`config.mk`:
```
export PLATFORM = sky130hd
export DESIGN_NAME = axil_shadow_bridge
export DESIGN_NICKNAME = d
export VERILOG_FILES = /design/src/rtl/shadow_bridge_pkg.sv /design/src/rtl/axil_shadow_bridge.sv
export SDC_FILE = /design/constraint.sdc
export NUM_CORES = 1
export LEC_CHECK = 0
export ABC_AREA = 1
export BUFFER_PORTS_ARGS = -buffer_cell sky130_fd_sc_hd__buf_2
export CORE_MARGIN = 5
export CORE_UTILIZATION = 61
export CTS_CLUSTER_DIAMETER = 150
export DETAILED_ROUTE_END_ITERATION = 6
export PLACE_DENSITY_LB_ADDON = 0.3
export SETUP_SLACK_MARGIN = 0.5
export SLEW_MARGIN = 20
export SYNTH_ARGS = -nofsm -noshare
export SYNTH_HDL_FRONTEND = slang
export SYNTH_SLANG_ARGS = --single-unit
```
`constraint.sdc`:
```
create_clock -name i_clk -period 4.6 [get_ports i_clk]
set_clock_uncertainty 0.1 [all_clocks]
set_input_delay 0.23 -clock i_clk [delete_from_list [all_inputs] [get_ports i_clk]]
set_output_delay 0.23 -clock i_clk [all_outputs]
set_load 0.1 [all_outputs]
```
`src/rtl/shadow_bridge_pkg.sv`:
```
// Shared types and helpers for the AXI-Lite shadow register bridge.
package shadow_bridge_pkg;

   typedef enum logic [2:0] {
      IDLE   = 3'd0,
      MERGE  = 3'd1,
      FWD    = 3'd2,
      WAIT_B = 3'd3,
      RESP   = 3'd4
   } wr_state_t;

   localparam logic [1:0] RESP_OKAY   = 2'b00;
   localparam logic [1:0] RESP_SLVERR = 2'b10;

   function automatic logic [31:0] strobe_expand(input logic [3:0] strb);
      logic [31:0] mask_v;
      mask_v = 32'h0000_0000;
      for (int b = 0; b < 4; b++) begin
         mask_v[8*b +: 8] = {8{strb[b]}};
      end
      return mask_v;
   endfunction

endpackage

```
`src/rtl/axil_shadow_bridge.sv`:
```
// AXI-Lite shadow bridge: merges sub-word writes into a local register copy and
// forwards full-word writes downstream only when a trigger byte lane is touched.
module axil_shadow_bridge
   import shadow_bridge_pkg::*;
#(
   parameter int           N            = 8,
   parameter logic [4*N-1:0] TRIGGER_MASK = {N{4'b0001}},
   parameter bit           READ_SHADOW  = 1'b0
) (
   input  logic        i_clk,
   input  logic        i_reset_n,
   input  logic        S_AXIL_AWVALID,
   output logic        S_AXIL_AWREADY,
   input  logic [31:0] S_AXIL_AWADDR,
   input  logic        S_AXIL_WVALID,
   output logic        S_AXIL_WREADY,
   input  logic [31:0] S_AXIL_WDATA,
   input  logic [3:0]  S_AXIL_WSTRB,
   output logic        S_AXIL_BVALID,
   input  logic        S_AXIL_BREADY,
   output logic [1:0]  S_AXIL_BRESP,
   input  logic        S_AXIL_ARVALID,
   output logic        S_AXIL_ARREADY,
   input  logic [31:0] S_AXIL_ARADDR,
   output logic        S_AXIL_RVALID,
   input  logic        S_AXIL_RREADY,
   output logic [31:0] S_AXIL_RDATA,
   output logic [1:0]  S_AXIL_RRESP,
   output logic        M_AXI_AWVALID,
   input  logic        M_AXI_AWREADY,
   output logic [31:0] M_AXI_AWADDR,
   output logic        M_AXI_WVALID,
   input  logic        M_AXI_WREADY,
   output logic [31:0] M_AXI_WDATA,
   output logic [3:0]  M_AXI_WSTRB,
   input  logic        M_AXI_BVALID,
   output logic        M_AXI_BREADY,
   input  logic [1:0]  M_AXI_BRESP,
   output logic        M_AXI_ARVALID,
   input  logic        M_AXI_ARREADY,
   output logic [31:0] M_AXI_ARADDR,
   input  logic        M_AXI_RVALID,
   output logic        M_AXI_RREADY,
   input  logic [31:0] M_AXI_RDATA,
   input  logic [1:0]  M_AXI_RRESP
);

   localparam int          IDXW = (N > 1) ? $clog2(N) : 1;
   localparam logic [31:0] N_L  = 32'(N);

   // Index must be below N and every address bit above the index field zero.
   function automatic logic addr_in_range(input logic [31:0] addr);
      return ((addr >> (IDXW + 2)) == 32'd0) && (32'(addr[IDXW+1:2]) < N_L);
   endfunction

   wr_state_t         state_r, state_s;
   logic [31:0]       regs_r [N];
   logic              aw_held_r, w_held_r, awready_r, wready_r;
   logic [31:0]       awaddr_r, wdata_r;
   logic [3:0]        wstrb_r;
   logic              m_awvalid_r, m_wvalid_r, m_bready_r, s_bvalid_r;
   logic [31:0]       m_awaddr_r, m_wdata_r;
   logic [1:0]        s_bresp_r;
   logic              aw_hs_s, w_hs_s, m_b_hs_s, s_b_hs_s;
   logic [IDXW-1:0]   wr_idx_s;
   logic              wr_in_range_s, wr_trig_s;
   logic [31:0]       wmask_s, merged_s;
   logic              wr_unused_s;

   assign aw_hs_s       = S_AXIL_AWVALID & awready_r;
   assign w_hs_s        = S_AXIL_WVALID & wready_r;
   assign m_b_hs_s      = M_AXI_BVALID & m_bready_r;
   assign s_b_hs_s      = s_bvalid_r & S_AXIL_BREADY;
   assign wr_idx_s      = awaddr_r[IDXW+1:2];
   assign wr_in_range_s = addr_in_range(awaddr_r);
   assign wr_trig_s     = wr_in_range_s &&
                          ((wstrb_r & TRIGGER_MASK[{wr_idx_s, 2'b00} +: 4]) != 4'b0000);
   assign wmask_s       = strobe_expand(wstrb_r);
   assign merged_s      = (regs_r[wr_idx_s] & ~wmask_s) | (wdata_r & wmask_s);
   assign wr_unused_s   = ^awaddr_r[1:0];

   // Write FSM state register.
   always_ff @(posedge i_clk or negedge i_reset_n) begin
      if (!i_reset_n) state_r <= IDLE;
      else            state_r <= state_s;
   end

   // Write FSM next-state logic.
   always_comb begin
      state_s = state_r;
      case (state_r)
         IDLE:   if ((aw_held_r | aw_hs_s) && (w_held_r | w_hs_s)) state_s = MERGE;
                 else state_s = IDLE;
         MERGE:  if (wr_trig_s) state_s = FWD;
                 else state_s = RESP;
         FWD:    if ((!m_awvalid_r || M_AXI_AWREADY) && (!m_wvalid_r || M_AXI_WREADY)) state_s = WAIT_B;
                 else state_s = FWD;
         WAIT_B: if (m_b_hs_s) state_s = RESP;
                 else state_s = WAIT_B;
         RESP:   if (s_b_hs_s) state_s = IDLE;
                 else state_s = RESP;
         default: state_s = IDLE;
      endcase
   end

   // Write datapath: capture, shadow merge, downstream channels and S-side response.
   always_ff @(posedge i_clk or negedge i_reset_n) begin
      if (!i_reset_n) begin
         for (int i = 0; i < N; i++) regs_r[i] <= 32'd0;
         aw_held_r   <= 1'b0;
         w_held_r    <= 1'b0;
         awready_r   <= 1'b0;
         wready_r    <= 1'b0;
         awaddr_r    <= 32'd0;
         wdata_r     <= 32'd0;
         wstrb_r     <= 4'd0;
         m_awvalid_r <= 1'b0;
         m_wvalid_r  <= 1'b0;
         m_bready_r  <= 1'b0;
         m_awaddr_r  <= 32'd0;
         m_wdata_r   <= 32'd0;
         s_bvalid_r  <= 1'b0;
         s_bresp_r   <= 2'b00;
      end else begin
         awready_r <= (state_s == IDLE) && !(aw_held_r || aw_hs_s);
         wready_r  <= (state_s == IDLE) && !(w_held_r || w_hs_s);
         if (aw_hs_s) begin
            aw_held_r <= 1'b1;
            awaddr_r  <= S_AXIL_AWADDR;
         end
         if (w_hs_s) begin
            w_held_r <= 1'b1;
            wdata_r  <= S_AXIL_WDATA;
            wstrb_r  <= S_AXIL_WSTRB;
         end
         case (state_r)
            MERGE: begin
               aw_held_r <= 1'b0;
               w_held_r  <= 1'b0;
               if (wr_in_range_s) regs_r[wr_idx_s] <= merged_s;
               s_bresp_r <= wr_in_range_s ? RESP_OKAY : RESP_SLVERR;
               if (wr_trig_s) begin
                  m_awvalid_r <= 1'b1;
                  m_wvalid_r  <= 1'b1;
                  m_awaddr_r  <= 32'(wr_idx_s) << 2;
                  m_wdata_r   <= merged_s;
               end else begin
                  s_bvalid_r <= 1'b1;
               end
            end
            FWD: begin
               if (M_AXI_AWREADY) m_awvalid_r <= 1'b0;
               if (M_AXI_WREADY)  m_wvalid_r  <= 1'b0;
               if (state_s == WAIT_B) m_bready_r <= 1'b1;
            end
            WAIT_B: begin
               if (m_b_hs_s) begin
                  m_bready_r <= 1'b0;
                  s_bresp_r  <= M_AXI_BRESP;
                  s_bvalid_r <= 1'b1;
               end
            end
            RESP: begin
               if (s_b_hs_s) s_bvalid_r <= 1'b0;
            end
            default: begin
               s_bvalid_r <= s_bvalid_r;
            end
         endcase
      end
   end

   assign S_AXIL_AWREADY = awready_r;
   assign S_AXIL_WREADY  = wready_r;
   assign S_AXIL_BVALID  = s_bvalid_r;
   assign S_AXIL_BRESP   = s_bresp_r;
   assign M_AXI_AWVALID  = m_awvalid_r;
   assign M_AXI_AWADDR   = m_awaddr_r;
   assign M_AXI_WVALID   = m_wvalid_r;
   assign M_AXI_WDATA    = m_wdata_r;
   assign M_AXI_WSTRB    = 4'hF;
   assign M_AXI_BREADY   = m_bready_r;

   generate
      if (READ_SHADOW) begin : g_rd_shadow
         logic        arready_r, rvalid_r;
         logic [31:0] rdata_r;
         logic [1:0]  rresp_r;
         logic        ar_hs_s, r_hs_s, rd_ok_s;
         logic        rd_unused_s;

         assign ar_hs_s     = S_AXIL_ARVALID & arready_r;
         assign r_hs_s      = rvalid_r & S_AXIL_RREADY;
         assign rd_ok_s     = addr_in_range(S_AXIL_ARADDR);
         assign rd_unused_s = ^{M_AXI_ARREADY, M_AXI_RVALID, M_AXI_RDATA, M_AXI_RRESP,
                                S_AXIL_ARADDR[1:0]};

         // One-deep read response register served from the shadow copy.
         always_ff @(posedge i_clk or negedge i_reset_n) begin
            if (!i_reset_n) begin
               arready_r <= 1'b0;
               rvalid_r  <= 1'b0;
               rdata_r   <= 32'd0;
               rresp_r   <= 2'b00;
            end else if (ar_hs_s) begin
               arready_r <= 1'b0;
               rvalid_r  <= 1'b1;
               rdata_r   <= rd_ok_s ? regs_r[S_AXIL_ARADDR[IDXW+1:2]] : 32'd0;
               rresp_r   <= rd_ok_s ? RESP_OKAY : RESP_SLVERR;
            end else if (r_hs_s) begin
               arready_r <= 1'b1;
               rvalid_r  <= 1'b0;
            end else begin
               arready_r <= !rvalid_r;
            end
         end

         assign S_AXIL_ARREADY = arready_r;
         assign S_AXIL_RVALID  = rvalid_r;
         assign S_AXIL_RDATA   = rdata_r;
         assign S_AXIL_RRESP   = rresp_r;
         assign M_AXI_ARVALID  = 1'b0;
         assign M_AXI_ARADDR   = 32'd0;
         assign M_AXI_RREADY   = 1'b0;
      end else begin : g_rd_pass
         assign M_AXI_ARVALID  = S_AXIL_ARVALID;
         assign M_AXI_ARADDR   = S_AXIL_ARADDR;
         assign S_AXIL_ARREADY = M_AXI_ARREADY;
         assign S_AXIL_RVALID  = M_AXI_RVALID;
         assign S_AXIL_RDATA   = M_AXI_RDATA;
         assign S_AXIL_RRESP   = M_AXI_RRESP;
         assign M_AXI_RREADY   = S_AXIL_RREADY;
      end
   endgenerate

endmodule

```
# [Yosys cells after proc, flatten, opt, wreduce, memory -nomap -nowiden]
# Cells that the tools add are included.
[word_totals] ff_bits=372 out_inout_bits=146 wordCells=112
[op_classes] magnitude_cmp=2 n_eq_ne=12 shift=1 n_mux=31 bitwise_logic=12 reduce_logical=31
[ops] op="256-bit bitwise mux" n=1
[ops] op="32-bit binary-select mux with 3-bit select" n=1
[ops] op="32-bit demux with 3-bit select" n=1
[ops] op="32-bit two-way mux" n=3
[ops] op="32-bit AND" n=2
[ops] op="32-bit logical NOT" n=1
[ops] op="32-bit NOT" n=1
[ops] op="32-bit OR" n=1
[ops] op="32-bit by 6-bit indexed part select with 4-bit output (first input constant)" n=1
[ops] op="3-bit one-hot mux with 5 select lines" n=1
[ops] op="1-bit two-way mux" n=14
[ops] op="2-bit != test (second input constant)" n=7
[ops] op="2-bit nonzero test" n=5
[ops] op="3-bit by 2-bit == test with 1-bit output (second input constant)" n=3
[ops] op="3-bit two-way mux" n=3
[ops] op="3-bit AND reduction" n=3
[ops] op="1-bit logical AND" n=6
[ops] op="3-bit logical NOT" n=2
[ops] op="1-bit one-hot mux with 2 select lines" n=3
[ops] op="2-bit AND reduction" n=3
[ops] op="1-bit AND" n=4
[ops] op="4-bit AND" n=1
[ops] op="4-bit greater-or-equal comparator (second input constant)" n=1
[ops] op="1-bit logical NOT" n=4
[ops] op="other kinds (12)" n=17

# [Depth between registers and ports, before layout]
[depth] depth_word=9 depth_mapped=12 ltp_nobuf=10

# [Least setup slack after synthesis]
# No wires, ideal clock.
[synth_path] path_kind="reg-to-reg" from="reg wready_r, in the netlist S_AXIL_WREADY" to="reg awready_r, in the netlist S_AXIL_AWREADY" t_arrival_ns=1.718 required_ns=4.382 slack_ns=2.664 path_stages_with_launch=8 n_path_buf=0 cell_sequence="dfrtp_1 -> nand2_1 -> inv_1 -> nor2_1 -> nor3_1 -> nor2_1 -> nand3_1 -> nor3_1"
[synth_between] elab_chain_len=7
[synth_lines] item="start: declaration" line="axil_shadow_bridge.sv:58" rtl="logic aw_held_r, w_held_r, awready_r, wready_r;"
[synth_lines] item="start signal: assignment" line="axil_shadow_bridge.sv:126" rtl="wready_r <= (state_s == IDLE) && !(w_held_r || w_hs_s);"
[synth_lines] item="1-bit AND" line="axil_shadow_bridge.sv:71" rtl="assign w_hs_s = S_AXIL_WVALID & wready_r;"
[synth_lines] item="1-bit OR" line="axil_shadow_bridge.sv:92" rtl="IDLE: if ((aw_held_r | aw_hs_s) && (w_held_r | w_hs_s)) state_s = MERGE;"
[synth_lines] item="1-bit logical AND" line="axil_shadow_bridge.sv:92"
[synth_lines] item="1-bit two-way mux" line="axil_shadow_bridge.sv:92"
[synth_lines] item="3-bit one-hot mux with 5 select lines" line="axil_shadow_bridge.sv:91" rtl="case (state_r)"
[synth_lines] item="3-bit logical NOT" line="axil_shadow_bridge.sv:125" rtl="awready_r <= (state_s == IDLE) && !(aw_held_r || aw_hs_s);"
[synth_lines] item="1-bit logical AND" line="axil_shadow_bridge.sv:125"
[synth_lines] item="end signal: assignment" line="axil_shadow_bridge.sv:125"
[synth_lines] item="end: declaration" line="axil_shadow_bridge.sv:58"
# No other way between the ends.
# A chain may end at the register's enable or synchronous reset.

# [Final worst setup path]
[layout_path] from="reg awaddr_r[2]" to="reg m_wdata_r[26], in the netlist M_AXI_WDATA[26]"
[layout_between] elab_chain_len=6
[layout_lines] item="start: declaration" line="axil_shadow_bridge.sv:59" rtl="logic [31:0] awaddr_r, wdata_r;"
[layout_lines] item="start signal: assignment" line="axil_shadow_bridge.sv:114" rtl="awaddr_r <= 32'd0;"
[layout_lines] item="start signal: assignment" line="axil_shadow_bridge.sv:129" rtl="awaddr_r <= S_AXIL_AWADDR;"
[layout_lines] item="branches (longest 6 deep; another with 32-bit by 6-bit indexed part select with 4-bit output)"
[layout_lines] item="end signal: assignment" line="axil_shadow_bridge.sv:146" rtl="m_wdata_r <= merged_s;"
[layout_lines] item="end: declaration" line="axil_shadow_bridge.sv:62" rtl="logic [31:0] m_awaddr_r, m_wdata_r;"
# Parallel ways; which one is timed is not known. The select of a mux whose other input is x is not followed.

==> results.ini <==
[clock_network]
cts_buffers=39
cts_sinks=370
clockBufferDepth=3
cts_hold_buf=73
clock_latency_ns=0.53
htree_levels=2
cts_setup_buffers=0
cts_resized=0
cts_tree=built
clk_pin_slew_worst_paths_ns=0.06
ctsRootBufferMaster=clkbuf_16

[run_status]
status=finished clean

[timing]
max_freq_mhz=354
layout_min_cycle_time_ns=2.82
finalHoldViolCount=0
tns_ns=0
grt_setup_unrepaired=no
setup_viol=0
worst_pin_slew_ns=1.15
finalCritPeriodShare_pct=61.3
slew_violations=0
slew_headroom_pct=23.2

[detailed_routing]
firstDrtPassIters=5
vias=15100
wire_per_inst_um=18.8
drc=0
postRouteAntennaNets=0
wl_mm=51.0
drt_iter0_drc=1567
vias_per_cell=5.55

[logic_synthesis]
synth_edf_count=0
synth_ff_type=dfrtp_1
synth_top_area_cell=dfrtp_1
synthTopCellsByArea=dfrtp_1 (52%), nand2_1 (22%), buf_4 (4.7%)
synthTopCellsByCount=nand2_1 (1,056), dfrtp_1 (370), inv_1 (129)
synth.distinct_cells=35
avgSynthCellArea_um2=7.96
postSynth.asyncResetShare_pct=100
ys_ff_latch=370
synth_top_area_share_pct=52.3
synthCells=2224
ys_warn_count=0
yosysMostFrequentCell=nand2_1
synth_area_mm2=0.0177
ys_seq_area_share_pct=52.3

[worst_setup_path]
cp_max_fo=19
arrival_ns=3.18
start_kind=flip-flop
end_kind=flip-flop
critPathMaxStageDelay_ns=0.41
crit_type=flip-flop to flip-flop
critPathSlowestCell=dfrtp_2
worstPathRequired_ns=4.96
critical_path.most_common_cell=nand2_1
worstPathCellList=inv_2, buf_4, nand2_4, inv_4, nand2_1, nand2_1, nor2_1, a21oi_2, nand2_1, nand2_1

[finish]
antenna_cells=0
design_area_mm2=0.0198
syn_to_final_growth_pct=12.0
drive_gt1_share_pct=12.2
fin_nets=2458

[global_routing]
grt_pass1_wl_mm=81.0
antenna_found_initial=0
grt_max_degree=115
grt_pass1_vias=15200
gr-total-overflow=0
grtUsageTotal_pct=31.0

[flow_run]
drv_cap=0

[floorplanning]
die_area_mm2=0.0325
fp.coreArea_mm2=0.0287
start_util_pct=61.7
core.rowCount=62
die_y_um=180
pin_count=294
fp.dieW_um=180

[power]
power.leakage_nw=10.6
power.density_mw_per_mm2=501
ir_drop_mv=0.376

[place]
io_buffers=118
routabilityCongestion=0.846
dp.final_hpwl_mm=29.4
place_area_mm2=0.0179

[worst_hold_path]
worstHoldPathType=primary input to flip-flop

metrics by stage:
stage | setup slack, ns | hold WS [ns] | utilization (%) | instances | total power, W
after CTS | 1.85 | 0.171 | 69.1 | 2720 | 0.00988
after detailed placement | 1.85 | 0.247 | 62.3 | 2580 | 0.00680
after floorplan | 2.66 | -0.166 | - | 2255 | 0.00622
after global routing | 1.66 | 0.201 | 69.1 | 2720 | 0.0104
after global placement | 1.84 | 0.243 | 62.3 | 2580 | 0.00675
final | 1.78 | 0.192 | 69.1 | 2720 | 0.00994
worst max-delay path: cells and delay by family, from the launching register on:
kind	cells	cell delay [ns]
simple gates	6	0.78
compound gates	1	0.34
flops	1	0.41
buf+inv	3	1.10
area by class of cell:
| cell class | count | area, um2 |
|---|---|---|
| well taps | 384 | 480 |
| fillers | 2230 | 8870 |
| clock inverters | 8 | 43.8 |
| repair buffers | 218 | 1560 |
| inverters | 138 | 523 |
| clock buffers | 59 | 1180 |
| multi-input cells | 1543 | 6790 |
| flip-flops and latches | 370 | 9260 |
report_power, final:
part           internal, W  switching [W]  total, W
Combinational     0.000775        0.00234   0.00312
Clock              0.00177        0.00127   0.00304
Sequential         0.00356       0.000220   0.00378
layer usage:
layer / wire, um / global-route usage, %
met1: 19300 / 39.7
met2: 24300 / 50.9
met3: 4840 / 6.72
met4: 2560 / 14.6
met5: 0 / 0
cell families (layout without fill, tap and decap cells):
logic type / count (synthesis) / after routing / synth area share [%]
and+or+nand+nor: 1294 / 1294 / 29.1
DFF: 370 / 370 / 52.3
buffers and inverters: 342 / 423 / 10.1
AOI/OAI and AO/OA: 216 / 216 / 8.44
other: 2 / 33 / 0.0424
layout by cell type (no fill, tap or decap), types with 2 or more instances in the layout:
master / Yosys / layout
nor3_1: 6 / 6
inv_2: 7 / 7
nand3_1: 67 / 66
buf_12: 0 / 2
nand2_1: 1056 / 1055
nor2_4: 7 / 8
clkbuf_8: 0 / 9
dfrtp_1: 370 / 369
clkbuf_16: 0 / 41
nor2_1: 124 / 124
buf_2: 58 / 117
o22ai_1: 33 / 33
dlygate4sd3_1: 0 / 73
inv_4: 2 / 2
buf_4: 112 / 25
nor2_8: 2 / 2
o211ai_1: 32 / 32
inv_1: 129 / 128
a21oi_4: 22 / 22
clkinv_2: 0 / 7
o21ai_0: 78 / 78
conb_1: 2 / 33
or2_2: 21 / 21
nand2_2: 2 / 3
a21oi_2: 10 / 10
nand2_4: 3 / 3
clkbuf_1: 31 / 9
o21ai_1: 38 / 38
sequential cells by signal, indices dropped and copies added, names as in the netlist:
| signal | flops |
|---|---|
| w_held_r | 1 |
| regs_r | 256 |
| M_AXI_WVALID | 1 |
| M_AXI_WDATA | 32 |
| aw_held_r | 1 |
| M_AXI_BREADY | 1 |
| S_AXIL_BVALID | 1 |
| state_r | 3 |
| M_AXI_AWADDR | 3 |
| wstrb_r | 4 |
| wdata_r | 32 |
| awaddr_r | 30 |
| S_AXIL_BRESP | 2 |
| S_AXIL_AWREADY | 1 |
| S_AXIL_WREADY | 1 |
| M_AXI_AWVALID | 1 |
path summary, 6_finish.rpt:
kind | cells past startpoint | start | end | slack [ns]
hold reg to reg | 2 | regs_r[211] | regs_r[211] | 0.37
min in group asynchronous | 2 | i_reset_n | awaddr_r[28] | 0.25
hold / removal | 5 | S_AXIL_WVALID | wdata_r[20] | 0.19
setup reg to reg | 10 | awaddr_r[2] | M_AXI_WDATA[26] | 1.78
setup / recovery | 10 | awaddr_r[2] | M_AXI_WDATA[26] | 1.78
max in group asynchronous | 3 | i_reset_n | awaddr_r[9] | 2.99
Power figures use the tool's default switching activity.
